==> src/rtl/decode_pkg.sv <==
// decode_pkg: opcodes, ALU codes, request kinds and the NOP word shared by the
// decoder control unit and the instruction encoder.
package decode_pkg;
   localparam logic [6:0] OP_R      = 7'b0110011;
   localparam logic [6:0] OP_I      = 7'b0010011;
   localparam logic [6:0] OP_LOAD   = 7'b0000011;
   localparam logic [6:0] OP_STORE  = 7'b0100011;
   localparam logic [6:0] OP_BRANCH = 7'b1100011;
   localparam logic [2:0] ALU_ADD = 3'b000;
   localparam logic [2:0] ALU_SUB = 3'b001;
   localparam logic [2:0] ALU_AND = 3'b010;
   localparam logic [2:0] ALU_OR  = 3'b011;
   localparam logic [2:0] ALU_SLT = 3'b101;
   localparam logic [31:0] NOP = 32'h0000_0013;
   typedef enum logic [2:0] {K_R, K_I, K_LOAD, K_STORE, K_BRANCH} kind_e;
endpackage

==> src/rtl/rv32_field_encoder.sv <==
// rv32_field_encoder: combinational packing of kind/alu/regs/imm into an RV32I
// word; any illegal field yields the NOP with o_err set.
module rv32_field_encoder
   import decode_pkg::*;
(
   input  logic [2:0]  i_kind,
   input  logic [2:0]  i_alu,
   input  logic [4:0]  i_rd,
   input  logic [4:0]  i_rs1,
   input  logic [4:0]  i_rs2,
   input  logic [31:0] i_imm,
   output logic [31:0] o_instr,
   output logic        o_err
);
   logic [2:0]  w_f3;
   logic        w_alu_ok, w_imm12_ok, w_bimm_ok, w_ok;
   logic [31:0] w_word;

   // 12-bit immediates need bits [31:11] as a pure sign extension; branch
   // offsets are 13-bit, even.
   assign w_imm12_ok = (&i_imm[31:11]) | ~(|i_imm[31:11]);
   assign w_bimm_ok  = ((&i_imm[31:12]) | ~(|i_imm[31:12])) & ~i_imm[0];

   always_comb begin
      w_alu_ok = 1'b1;
      w_f3     = 3'b000;
      case (i_alu)
         ALU_ADD, ALU_SUB: w_f3 = 3'b000;
         ALU_AND:          w_f3 = 3'b111;
         ALU_OR:           w_f3 = 3'b110;
         ALU_SLT:          w_f3 = 3'b010;
         default:          w_alu_ok = 1'b0;
      endcase
      w_ok   = 1'b0;
      w_word = NOP;
      case (kind_e'(i_kind))
         K_R: begin
            w_ok   = w_alu_ok;
            w_word = {(i_alu == ALU_SUB) ? 7'b0100000 : 7'b0000000, i_rs2, i_rs1, w_f3, i_rd, OP_R};
         end
         K_I: begin
            w_ok   = w_alu_ok & (i_alu != ALU_SUB) & w_imm12_ok;
            w_word = {i_imm[11:0], i_rs1, w_f3, i_rd, OP_I};
         end
         K_LOAD: begin
            w_ok   = w_imm12_ok;
            w_word = {i_imm[11:0], i_rs1, 3'b010, i_rd, OP_LOAD};
         end
         K_STORE: begin
            w_ok   = w_imm12_ok;
            w_word = {i_imm[11:5], i_rs2, i_rs1, 3'b010, i_imm[4:0], OP_STORE};
         end
         K_BRANCH: begin
            w_ok   = w_bimm_ok;
            w_word = {i_imm[12], i_imm[10:5], i_rs2, i_rs1, 3'b000, i_imm[4:1], i_imm[11], OP_BRANCH};
         end
         default: w_ok = 1'b0;
      endcase
      o_instr = w_ok ? w_word : NOP;
      o_err   = ~w_ok;
   end
endmodule

==> src/rtl/instr_encoder.sv <==
// instr_encoder: buffered RV32I encoder; 2-entry in-order output FIFO with
// valid/ready on both sides and a saturating illegal-request counter.
module instr_encoder
   import decode_pkg::*;
#(
   parameter int DEPTH = 2
) (
   input  logic        clk,
   input  logic        rst,
   input  logic        in_valid,
   output logic        in_ready,
   input  logic [2:0]  in_kind,
   input  logic [2:0]  in_alu,
   input  logic [4:0]  in_rd,
   input  logic [4:0]  in_rs1,
   input  logic [4:0]  in_rs2,
   input  logic [31:0] in_imm,
   output logic        out_valid,
   input  logic        out_ready,
   output logic [31:0] out_instr,
   output logic        out_err,
   output logic [7:0]  err_count
);
   logic [31:0] w_instr;
   logic        w_err, w_push, w_pop;
   logic [32:0] r_mem [2];
   logic [32:0] r_last;
   logic        r_wp, r_rp;
   logic [1:0]  r_cnt;
   logic [7:0]  r_errs;

   rv32_field_encoder u_enc (
      .i_kind(in_kind), .i_alu(in_alu), .i_rd(in_rd), .i_rs1(in_rs1),
      .i_rs2(in_rs2), .i_imm(in_imm), .o_instr(w_instr), .o_err(w_err)
   );

   assign in_ready  = rst & (r_cnt != 2'(DEPTH));
   assign out_valid = r_cnt != 2'd0;
   assign w_push    = in_valid & in_ready;
   assign w_pop     = out_valid & out_ready;
   assign err_count = r_errs;
   // When empty the last popped word stays on the outputs.
   assign {out_err, out_instr} = out_valid ? r_mem[r_rp] : r_last;

   always_ff @(posedge clk or negedge rst) begin
      if (!rst) begin
         r_mem[0] <= '0;
         r_mem[1] <= '0;
         r_last   <= '0;
         r_wp     <= 1'b0;
         r_rp     <= 1'b0;
         r_cnt    <= 2'd0;
         r_errs   <= 8'd0;
      end else begin
         if (w_push) begin
            r_mem[r_wp] <= {w_err, w_instr};
            r_wp        <= ~r_wp;
         end
         if (w_pop) begin
            r_last <= r_mem[r_rp];
            r_rp   <= ~r_rp;
         end
         r_cnt <= r_cnt + 2'(w_push) - 2'(w_pop);
         if (w_push & w_err & ~(&r_errs)) r_errs <= r_errs + 8'd1;
      end
   end
endmodule

==> config.mk <==
export PLATFORM = sky130hd
export DESIGN_NAME = instr_encoder
export DESIGN_NICKNAME = d
export VERILOG_FILES = /design/src/rtl/decode_pkg.sv /design/src/rtl/rv32_field_encoder.sv /design/src/rtl/instr_encoder.sv
export SDC_FILE = /design/constraint.sdc
export NUM_CORES = 1
export LEC_CHECK = 0
export CORE_UTILIZATION = 40
export DETAILED_ROUTE_END_ITERATION = 8
export DONT_BUFFER_PORTS = 1
export GPL_TIMING_DRIVEN = 0
export PLACE_DENSITY = 0.57
export SLEW_MARGIN = 20
export SYNTH_ARGS = -nofsm -noshare
export SYNTH_HDL_FRONTEND = slang
export SYNTH_SLANG_ARGS = --single-unit
==> constraint.sdc <==
create_clock -name clk -period 6 [get_ports clk]
set_input_delay 0.6 -clock clk [delete_from_list [all_inputs] [get_ports clk]]
set_output_delay 0.6 -clock clk [all_outputs]
set_load 0.01 [all_outputs]
==> impl_results.md, run 1 <==
* DR DRC count at 0
* Flop2flop setup slack at 3.36 ns
* Post-route ant nets at 0
* Count of nets after finishing at 645
* Layout cell share with drive strength beyond 1 at 0.05942
* Cells after Synth at 572
* Startpoint types: register
* Final worst slack at 3.131 ns
* DRT Wirelength at 12740 um
* CP required at 5.40 ns
* DP Wirelength at 9205 um
* Initial antenna violation count at 0
* Final Power at 2.155 mW
* Crit path buffers/inverters at 3
* Sequential-to-total area share from yosys stat at 0.5051
* Via-to-Cell Ratio at 5.436
* Top Usage Layer GRT: met2
* Grt met1 use at 0.2845
* Final period utilization at 0.4781
* Max Transition Viols Final at 0
* Fin Clk Skew at 0.008815 ns
* Part of the power in registers at 0.384
* Met2 usage at 0.3293
* Slew HR at 0.4541
* Slowest stage cell, crit path: clkbuf_1
* CTS tree: done
* CTS resizes at 0
* Pleak at 2.484 nW
* Final number of setup-violating endpoints at 0
* Maximum root-to-sink buffer count at 2
* YS warnings at 0
* Die Ht at 114.4 um
* Max_cap viols at 0
* Count leader, synth: nand2_1
* Number of flops mapped to enable cells by yosys at 0
* Core area at 12160 um2
* RR Startpoint: r_cnt[1]
* Max stage delay on crit path at 0.64 ns
* Global-route wire length before repair at 20670 um
* Clock power frac at 0.306
* RSZ-0062 raised after global routing: false
* Minimum clock period at 2.869 ns
* Status: finished clean
* DIE AREA at 13090 um2
* Cell Chain, Critical Path: clkbuf_1 > clkbuf_1 > mux2i_1 > a21oi_1 > buf_4
* GRT Total Usage at 0.2068
* Postcts setup bufs at 0
* Total power divided by cell area at 382.6 nW/um2
* Starting Density at 0.4155
* WL per Instance at 16.83 um
* Synth Flop Type: dfrtp_1
* Initial DRC Count at 238
* Max Clk Rate at 348.6 MHz
* Comb power frac at 0.309
* Synth area leader: dfrtp_1
* DR pass1 iterations at 5
* Num CTS Buffers at 9
* Clock Tree Root: clkbuf_16
* Internal power at 1.383 mW
* Endpoints failing hold at 0
* CP Max Fanout at 10
* Yosys cell types at 42
* CTS clk-pin slew, worst paths at 0.06 ns
* Pre-CTS setup slack at 3.346 ns
* Met3 Track Usage GR at 0.03335
* Crit Path Category: reg -> out
* Switching pwr at 772.2 uW
* Largest net degree at the start of global routing at 103
* Ant diodes at 0
* CP endpoint kind: output port
* Setup_tns at 0 ns
* Global placement routability congestion at 0.8355
* Critical path launch point: r_rp
* Layout area overhead at 11.46%
* Row count at 40
* Worst-skew pair later-pin latency at 0.35 ns
* Port Buffers at 0
* Area of the mapped netlist at 5054 um2
* Crit path max-delay family: buffers and inverters
* Total grt overflow at 0
* CTS H-Tree Depth at 3
* Cts hold-fix bufs at 1
* Vias at 4115
* Vias in the first global route at 3965
* CTS Sinks at 102
* Die width at 114.4 um
* CP dominant cell by count: clkbuf_1
* FF-to-FF End: r_cnt[1]
* Async S/R FF share, synth at 1.000
* Hold Path Class: in -> async
* I/O Pins at 100
* #FFs+latches synth at 102
* Area contributors post-synth: dfrtp_1, nand2_1, o21ai_0
* Worst VDD drop at 0.1357 mV
* Synth cell count leaders: nand2_1, dfrtp_1, o21ai_0
* R2R cell count at 10
* Fillers at 1197
* Avg Inst Size Synth at 8.835 um2
* Arrival time at the worst endpoint at 2.27 ns
* Sw Ratio at 0.3583
* Top cell type's share of synthesized area at 0.5051
* Worst-Margin Slew at 0.8188 ns
## registers in the layout (all words and copies together), names as in the netlist
register and flops:
r_mem 60, r_cnt 2, r_last 30, r_rp 1, err_count 8, r_wp 1
## layer usage
layer  share of wire  vias up  wire length [um]
li1                -     1984                 -
met1            0.47     1994              5950
met2            0.47      127              5942
met3           0.052       10               657
met4           0.015        0               193
met5               0        -                 0
## layout by cell type (no fill, tap or decap), drive strengths merged, types with 2 or more instances in the layout
master  count
nand2     117
nor3       10
o22ai       6
xnor2       5
nor3b       4
bufinv      3
xor2        5
dfrtp     102
and3        3
a31oi       2
buf        12
clkbuf     44
mux2        7
nand2b      6
a21oi      43
nand3      14
o21ai      90
inv         8
o31ai       3
a22oi       5
conb        2
nor2       34
nand4       5
nor4        5
ha          3
mux2i      30
nor2b       8
## worst register-to-register path: stages (launching register included)
cell	delay, ns
dfrtp_1	0.40
or2_2	0.31
clkbuf_1	0.22
nand2_1	0.30
clkbuf_1	0.41
inv_1	0.09
ha_1	0.29
inv_1	0.04
ha_1	0.18
xnor2_1	0.17
xnor2_1	0.14
## final cells by class
| cell class | instances | area (um2) | area share |
|---|---|---|---|
| Sequential cell | 102 | 2552 | 0.4531 |
| Multi-Input combinational cell | 419 | 2286 | 0.4058 |
| Clock buffer | 11 | 242.7 | 0.04309 |
| Tap cell | 168 | 210.2 | 0.03732 |
| Buffer | 44 | 188.9 | 0.03354 |
| Clock inverter | 4 | 95.09 | 0.01688 |
| Inverter | 8 | 30.03 | 0.005331 |
| Timing Repair Buffer | 1 | 27.53 | 0.004887 |
## metrics by stage
stage	cells	utilization	instance area [um2]	hold slack, ns
2_1_floorplan	573	-	5057	0.3044
3_3_place_gp	741	0.4331	5268	0.3092
3_5_place_dp	741	0.4331	5268	0.3099
4_1_cts	757	0.4632	5633	0.2097
5_1_grt	757	0.4632	5633	0.2077
6_report	757	0.4632	5633	0.1856
## worst max path at each step
| stage | to | slack (ns) | cells past startpoint |
|---|---|---|---|
| 6_report | out_instr[1] | 3.13 | 5 |
| 2_1_floorplan | err_count[1] | 3.58 | 8 |
| 4_1_cts | out_instr[1] | 3.11 | 5 |
| 3_3_place_gp | err_count[1] | 3.38 | 8 |
| 3_5_place_dp | r_cnt[1] | 3.35 | 10 |
| 5_1_grt | out_instr[1] | 3.02 | 5 |
## cells by family (layout without fill, tap and decap cells)
family / after synthesis / in the layout / share of synthesized area
AND/OR/NAND/NOR: 212 / 212 / 0.1842
AO/OA/AOI/OAI: 155 / 155 / 0.1669
flip-flops: 102 / 102 / 0.5051
buffers and inverters: 52 / 68 / 0.04333
multiplexers: 37 / 37 / 0.07502
XOR/XNOR: 10 / 10 / 0.01733
adder cells (fa/ha/maj): 3 / 3 / 0.007428
other: 1 / 2 / 0.0007420
## power groups by stage
stage	Combinational (mW)	Sequential, mW	Clock (mW)
3_5_place_dp	0.657	0.842	0
2_1_floorplan	0.510	0.828	0
3_3_place_gp	0.645	0.839	0
4_1_cts	0.676	0.829	0.669
5_1_grt	0.737	0.840	0.698
6_report	0.667	0.829	0.660
Note: power is estimated with default switching activity, not from simulation.
==> run 2: changes to the inputs <==
--- a/config.mk
+++ b/config.mk
@@ -9,7 +9,7 @@
 export DETAILED_ROUTE_END_ITERATION = 8
 export DONT_BUFFER_PORTS = 1
 export GPL_TIMING_DRIVEN = 0
-export PLACE_DENSITY = 0.57
+export PLACE_DENSITY = 0.59
 export SLEW_MARGIN = 20
 export SYNTH_ARGS = -nofsm -noshare
 export SYNTH_HDL_FRONTEND = slang
==> constraint.sdc (replaced) <==
create_clock -name clk -period 2.3 [get_ports clk]
set_input_delay 0.23 -clock clk [delete_from_list [all_inputs] [get_ports clk]]
set_output_delay 0.23 -clock clk [all_outputs]
set_load 0.01 [all_outputs]
==> run 2 against run 1 <==
The run now ends with hold timing left. Die area unchanged. Design area fell by 0.53%. Clock power is 130% higher. Count of clock-buffer cells in the layout unchanged. Sequential cell count did not move. Sequential share of layout area up 0.24 points. Register-to-register slack lost 3.2 ns. Setup slack worse by 3.0 ns. Routed wire length hardly changed. Via count fell by 0.58%. Critical path type unchanged.
==> impl_results.md, run 2 (synthesized netlist as in run 1, its figures left out) <==
* Slew HR at 0.5782
* Max Transition Viols Final at 0
* Failing checks: hold timing
* Max Clk Rate at 456.8 MHz
* Final hold slack at -0.4246 ns
* Cell area after layout at 5603 um2
* Vias in the first global route at 4040
* Initial DRC Count at 283
* Layout cell share with drive strength beyond 1 at 0.07797
* Final Power at 5.435 mW
* Die width at 114.4 um
* Endpoints failing hold at 102
* Commonest non-fill, non-tap cell in the layout: nand2_1
* Placed Area at 5268 um2
* Count of nets after finishing at 645
* Top reg by flops: r_mem
* Largest net degree at the start of global routing at 104
* Hold Path Class: in -> async
* CTS Sinks at 102
* Worst VDD drop at 0.4519 mV
* Most frequent cells in the layout: nand2_1, dfrtp_1, o21ai_0
* CTS clk-pin slew, worst paths at 0.07 ns
* Total grt overflow at 0
* Via-to-Cell Ratio at 5.397
* Fillers at 1200
* FF-to-FF End: r_cnt[1]
* Maximum root-to-sink buffer count at 2
* Ant diodes at 0
* Finished Layout Cells at 758
* RR Startpoint: r_cnt[1]
* WL per Instance at 16.82 um
* Clock Tree Root: clkbuf_16
* Cts hold-fix bufs at 1
* Final number of setup-violating endpoints at 0
* Crit Path Category: reg -> out
* Global-route wire length before repair at 20570 um
* DR DRC count at 0
* DP Wirelength at 9226 um
* Startpoint types: register
* Flop2flop setup slack at 0.15 ns
* CTS tree: done
* Max FFs per register at 60
* DR pass1 iterations at 5
* CTS H-Tree Depth at 3
* Worst-Margin Slew at 0.6304 ns
* Row count at 40
* Vias at 4091
* Port Buffers at 0
* Arrival time at the worst endpoint at 1.96 ns
* Die Ht at 114.4 um
* Setup_tns at 0 ns
* I/O Pins at 100
* Post-route ant nets at 0
* R2R cell count at 10
* Fin Clk Skew at 0.008570 ns
* Register area at 2552 um2
* Core area at 12160 um2
* GRT Total Usage at 0.2051
* DIE AREA at 13090 um2
* Global placement routability congestion at 0.8403
* Minimum clock period at 2.189 ns
* Num CTS Buffers at 9
* Postcts setup bufs at 0
* Initial antenna violation count at 0
* Status: finished with violations
* Starting Density at 0.4155
* Pleak at 2.489 nW
* DRT Wirelength at 12750 um
* Max_cap viols at 0
* Final worst slack at 0.1111 ns
* CP endpoint kind: output port
* Util after Layout at 0.4607
* RSZ-0062 raised after global routing: false
* Pre-CTS setup slack at -0.3641 ns
* Area occupied by multi-input gates at 2297 um2
* Final period utilization at 0.9517
* CP Max Fanout at 10
* Layout area overhead at 10.87%
* Placed cell count at 741
* Worst-skew pair later-pin latency at 0.35 ns
* Total power divided by cell area at 970.1 nW/um2
* CP required at 2.07 ns
## run 2: timing repair
item                                    in CTS  in global routing
endpoints found under the setup margin      36                 31
gates resized for setup                     10                  9
hold endpoints to repair                   104                102
pin swaps                                    1                  0
## run 2: how the worst max path moves through the flow
stage | start | to | cells past startpoint
2_1_floorplan | r_cnt[1] | r_cnt[1] | 10
3_3_place_gp | r_cnt[1] | r_cnt[1] | 10
3_5_place_dp | r_cnt[1] | r_cnt[1] | 10
4_1_cts | r_cnt[1] | r_cnt[1] | 10
5_1_grt | r_cnt[1] | out_instr[1] | 5
6_report | r_cnt[1] | out_instr[1] | 5
## run 2: per-layer routing
metal  global-route usage  routed length [um]  up-vias
met1               0.2805                5877     1970
met5                    0                   0        -
li1                     -                   -     1978
met4              0.06580                 167        0
met3              0.04711                 764       11
met2               0.3232                5939      132
## run 2: power breakdown
part,internal (mW),switching [mW],total (mW)
combinational,0.540,1.19,1.73
clock,0.876,0.661,1.54
sequential,1.99,0.171,2.16
## run 2: worst max-delay path, stage by stage (launching register included)
cell      delay, ns
dfrtp_1        0.40
or2_2          0.31
buf_2          0.19
clkbuf_1       0.26
a21oi_2        0.27
buf_4          0.16
## run 2: layout make-up
class | count | area share
inverter | 8 | 0.005360
clock buffer | 11 | 0.04332
multi-input combinational | 419 | 0.4100
sequential | 102 | 0.4556
timing repair buffer | 1 | 0.001787
buffer | 44 | 0.03618
tap | 168 | 0.03752
clock inverter | 5 | 0.01027
==> run 3: changes to the inputs <==
--- a/config.mk
+++ b/config.mk
@@ -5,11 +5,10 @@
 export SDC_FILE = /design/constraint.sdc
 export NUM_CORES = 1
 export LEC_CHECK = 0
+export CORE_MARGIN = 3
 export CORE_UTILIZATION = 40
 export DETAILED_ROUTE_END_ITERATION = 8
 export DONT_BUFFER_PORTS = 1
-export GPL_TIMING_DRIVEN = 0
-export PLACE_DENSITY = 0.59
 export SLEW_MARGIN = 20
 export SYNTH_ARGS = -nofsm -noshare
 export SYNTH_HDL_FRONTEND = slang
==> run 3 against run 2 <==
The flow still finishes with violations (hold timing). Maximum frequency increased by 3.5%. Clock skew about the same. Routed wire length decreased by 8.3%. Count of clock-buffer cells in the layout up 1. Critical path depth is 2 lower. Critical path type unchanged. Critical endpoint is now out_instr[10]. Highest routed layer unchanged.
==> impl_results.md, run 3 (synthesized netlist as in run 1, its figures left out) <==
* Initial DRC Count at 257
* DR DRC count at 0
* Worst VDD drop at 0.3727 mV
* CTS Sinks at 102
* DRT Wirelength at 11690 um
* Vias at 3890
* Largest net degree at the start of global routing at 104
* Arrival time at the worst endpoint at 1.89 ns
* Crit path buffers/inverters at 1
* DR pass1 iterations at 5
* Clock Tree Root: clkbuf_16
* Pre-CTS setup slack at 0.2946 ns
* Global placement routability congestion at 0.7789
* WL per Instance at 16.10 um
* DIE AREA at 14020 um2
* Fin Clk Skew at 0.008699 ns
* RR Startpoint: r_cnt[0]
* Max stage delay on crit path at 0.76 ns
* CTS resizes at 0
* Die Ht at 118.4 um
* Worst-Margin Slew at 0.6038 ns
* Final worst slack at 0.1846 ns
* Slew HR at 0.5975
* Cts hold-fix bufs at 1
* Max Transition Viols Final at 0
* Die width at 118.4 um
* Crit. path cell count at 3
* Crit Path Category: reg -> out
* CP Max Fanout at 18
* Num CTS Buffers at 9
* Starting Density at 0.4155
* Max_cap viols at 0
* Total power divided by cell area at 963.3 nW/um2
* CTS clk-pin slew, worst paths at 0.06 ns
* I/O Pins at 100
* Crit path max-delay family: flip-flops
* Count of nets after finishing at 615
* Cell Chain, Critical Path: buf_12 > mux2i_1 > a21oi_1
* CTS H-Tree Depth at 3
* Final hold slack at -0.4183 ns
* Row count at 40
* GRT Total Usage at 0.1678
* FF-to-FF End: r_mem[49]
* Maximum root-to-sink buffer count at 2
* Pleak at 2.442 nW
* CTS tree: done
* Ant diodes at 0
* Flop2flop setup slack at 0.40 ns
* Post-route ant nets at 0
* Postcts setup bufs at 0
* Max Clk Rate at 472.7 MHz
* Total grt overflow at 0
* Status: finished with violations
* Final Power at 5.309 mW
* Port Buffers at 0
* Minimum clock period at 2.115 ns
* Layout cell share with drive strength beyond 1 at 0.07168
* Worst-skew pair later-pin latency at 0.34 ns
* Global-route wire length before repair at 19250 um
* Commonest non-fill, non-tap cell in the layout: nand2_1
* Final number of setup-violating endpoints at 0
* Via-to-Cell Ratio at 5.358
* Top reg by flops: r_mem
* RSZ-0062 raised after global routing: false
* Most frequent cells in the layout: nand2_1, dfrtp_1, o21ai_0
* Core area at 12160 um2
* Endpoints failing hold at 102
* Initial antenna violation count at 0
* Failing checks: hold timing
* Max FFs per register at 60
* CP required at 2.07 ns
* Slowest stage cell, crit path: dfrtp_2
* Layout area overhead at 9.062%
* DP Wirelength at 8226 um
* Hold Path Class: in -> async
* Startpoint types: register
* R2R cell count at 8
* Final period utilization at 0.9197
* Vias in the first global route at 3839
* CP endpoint kind: output port
* Setup_tns at 0 ns
## run 3: cell count changes in the layout (fill, tap and decap cells not counted), moves of 2 or more
| cell | previous run | this run |
|---|---|---|
| nand2_2 | 0 | 2 |
| buf_4 | 6 | 11 |
| buf_2 | 5 | 0 |
| clkbuf_2 | 7 | 0 |
| buf_12 | 0 | 3 |
| buf_1 | 2 | 0 |
| clkbuf_1 | 25 | 3 |
## run 3: area by class of cell
cell class	instances	area (um2)
inverters	8	30.03
well taps	168	210.2
repair buffers	15	152.6
flip-flops and latches	102	2554
fillers	1209	6650
multi-input cells	419	2293
clock inverters	2	35.03
clock buffers	12	236.5
## run 3: power breakdown
part | switching, mW | internal [mW]
logic | 1.04 | 0.572
clock network | 0.608 | 0.831
registers | 0.265 | 2.00
## run 3: routing by layer
metal  GRT usage  routed length, um
met3     0.04880                692
met1      0.2378               5615
met5           0                  0
met2      0.2551               5285
met4     0.03983                 98
## run 3: worst max-delay path by stage
stage	start	endpoint	slack, ns
6_report	r_rp	out_instr[10]	0.18
2_1_floorplan	r_cnt[1]	r_cnt[1]	0.12
3_5_place_dp	in_imm[28]	r_mem[37]	0.29
4_1_cts	r_rp	out_instr[10]	0.16
5_1_grt	r_rp	out_instr[10]	0.08
3_3_place_gp	in_kind[1]	r_mem[37]	0.36
## run 3: through the flow
step | utilization | std cells | area, um2
4_1_cts | 0.4532 | 726 | 5512
3_3_place_gp | 0.4300 | 711 | 5230
6_report | 0.4532 | 726 | 5512
3_5_place_dp | 0.4300 | 711 | 5230
5_1_grt | 0.4532 | 726 | 5512
2_1_floorplan | - | 573 | 5057
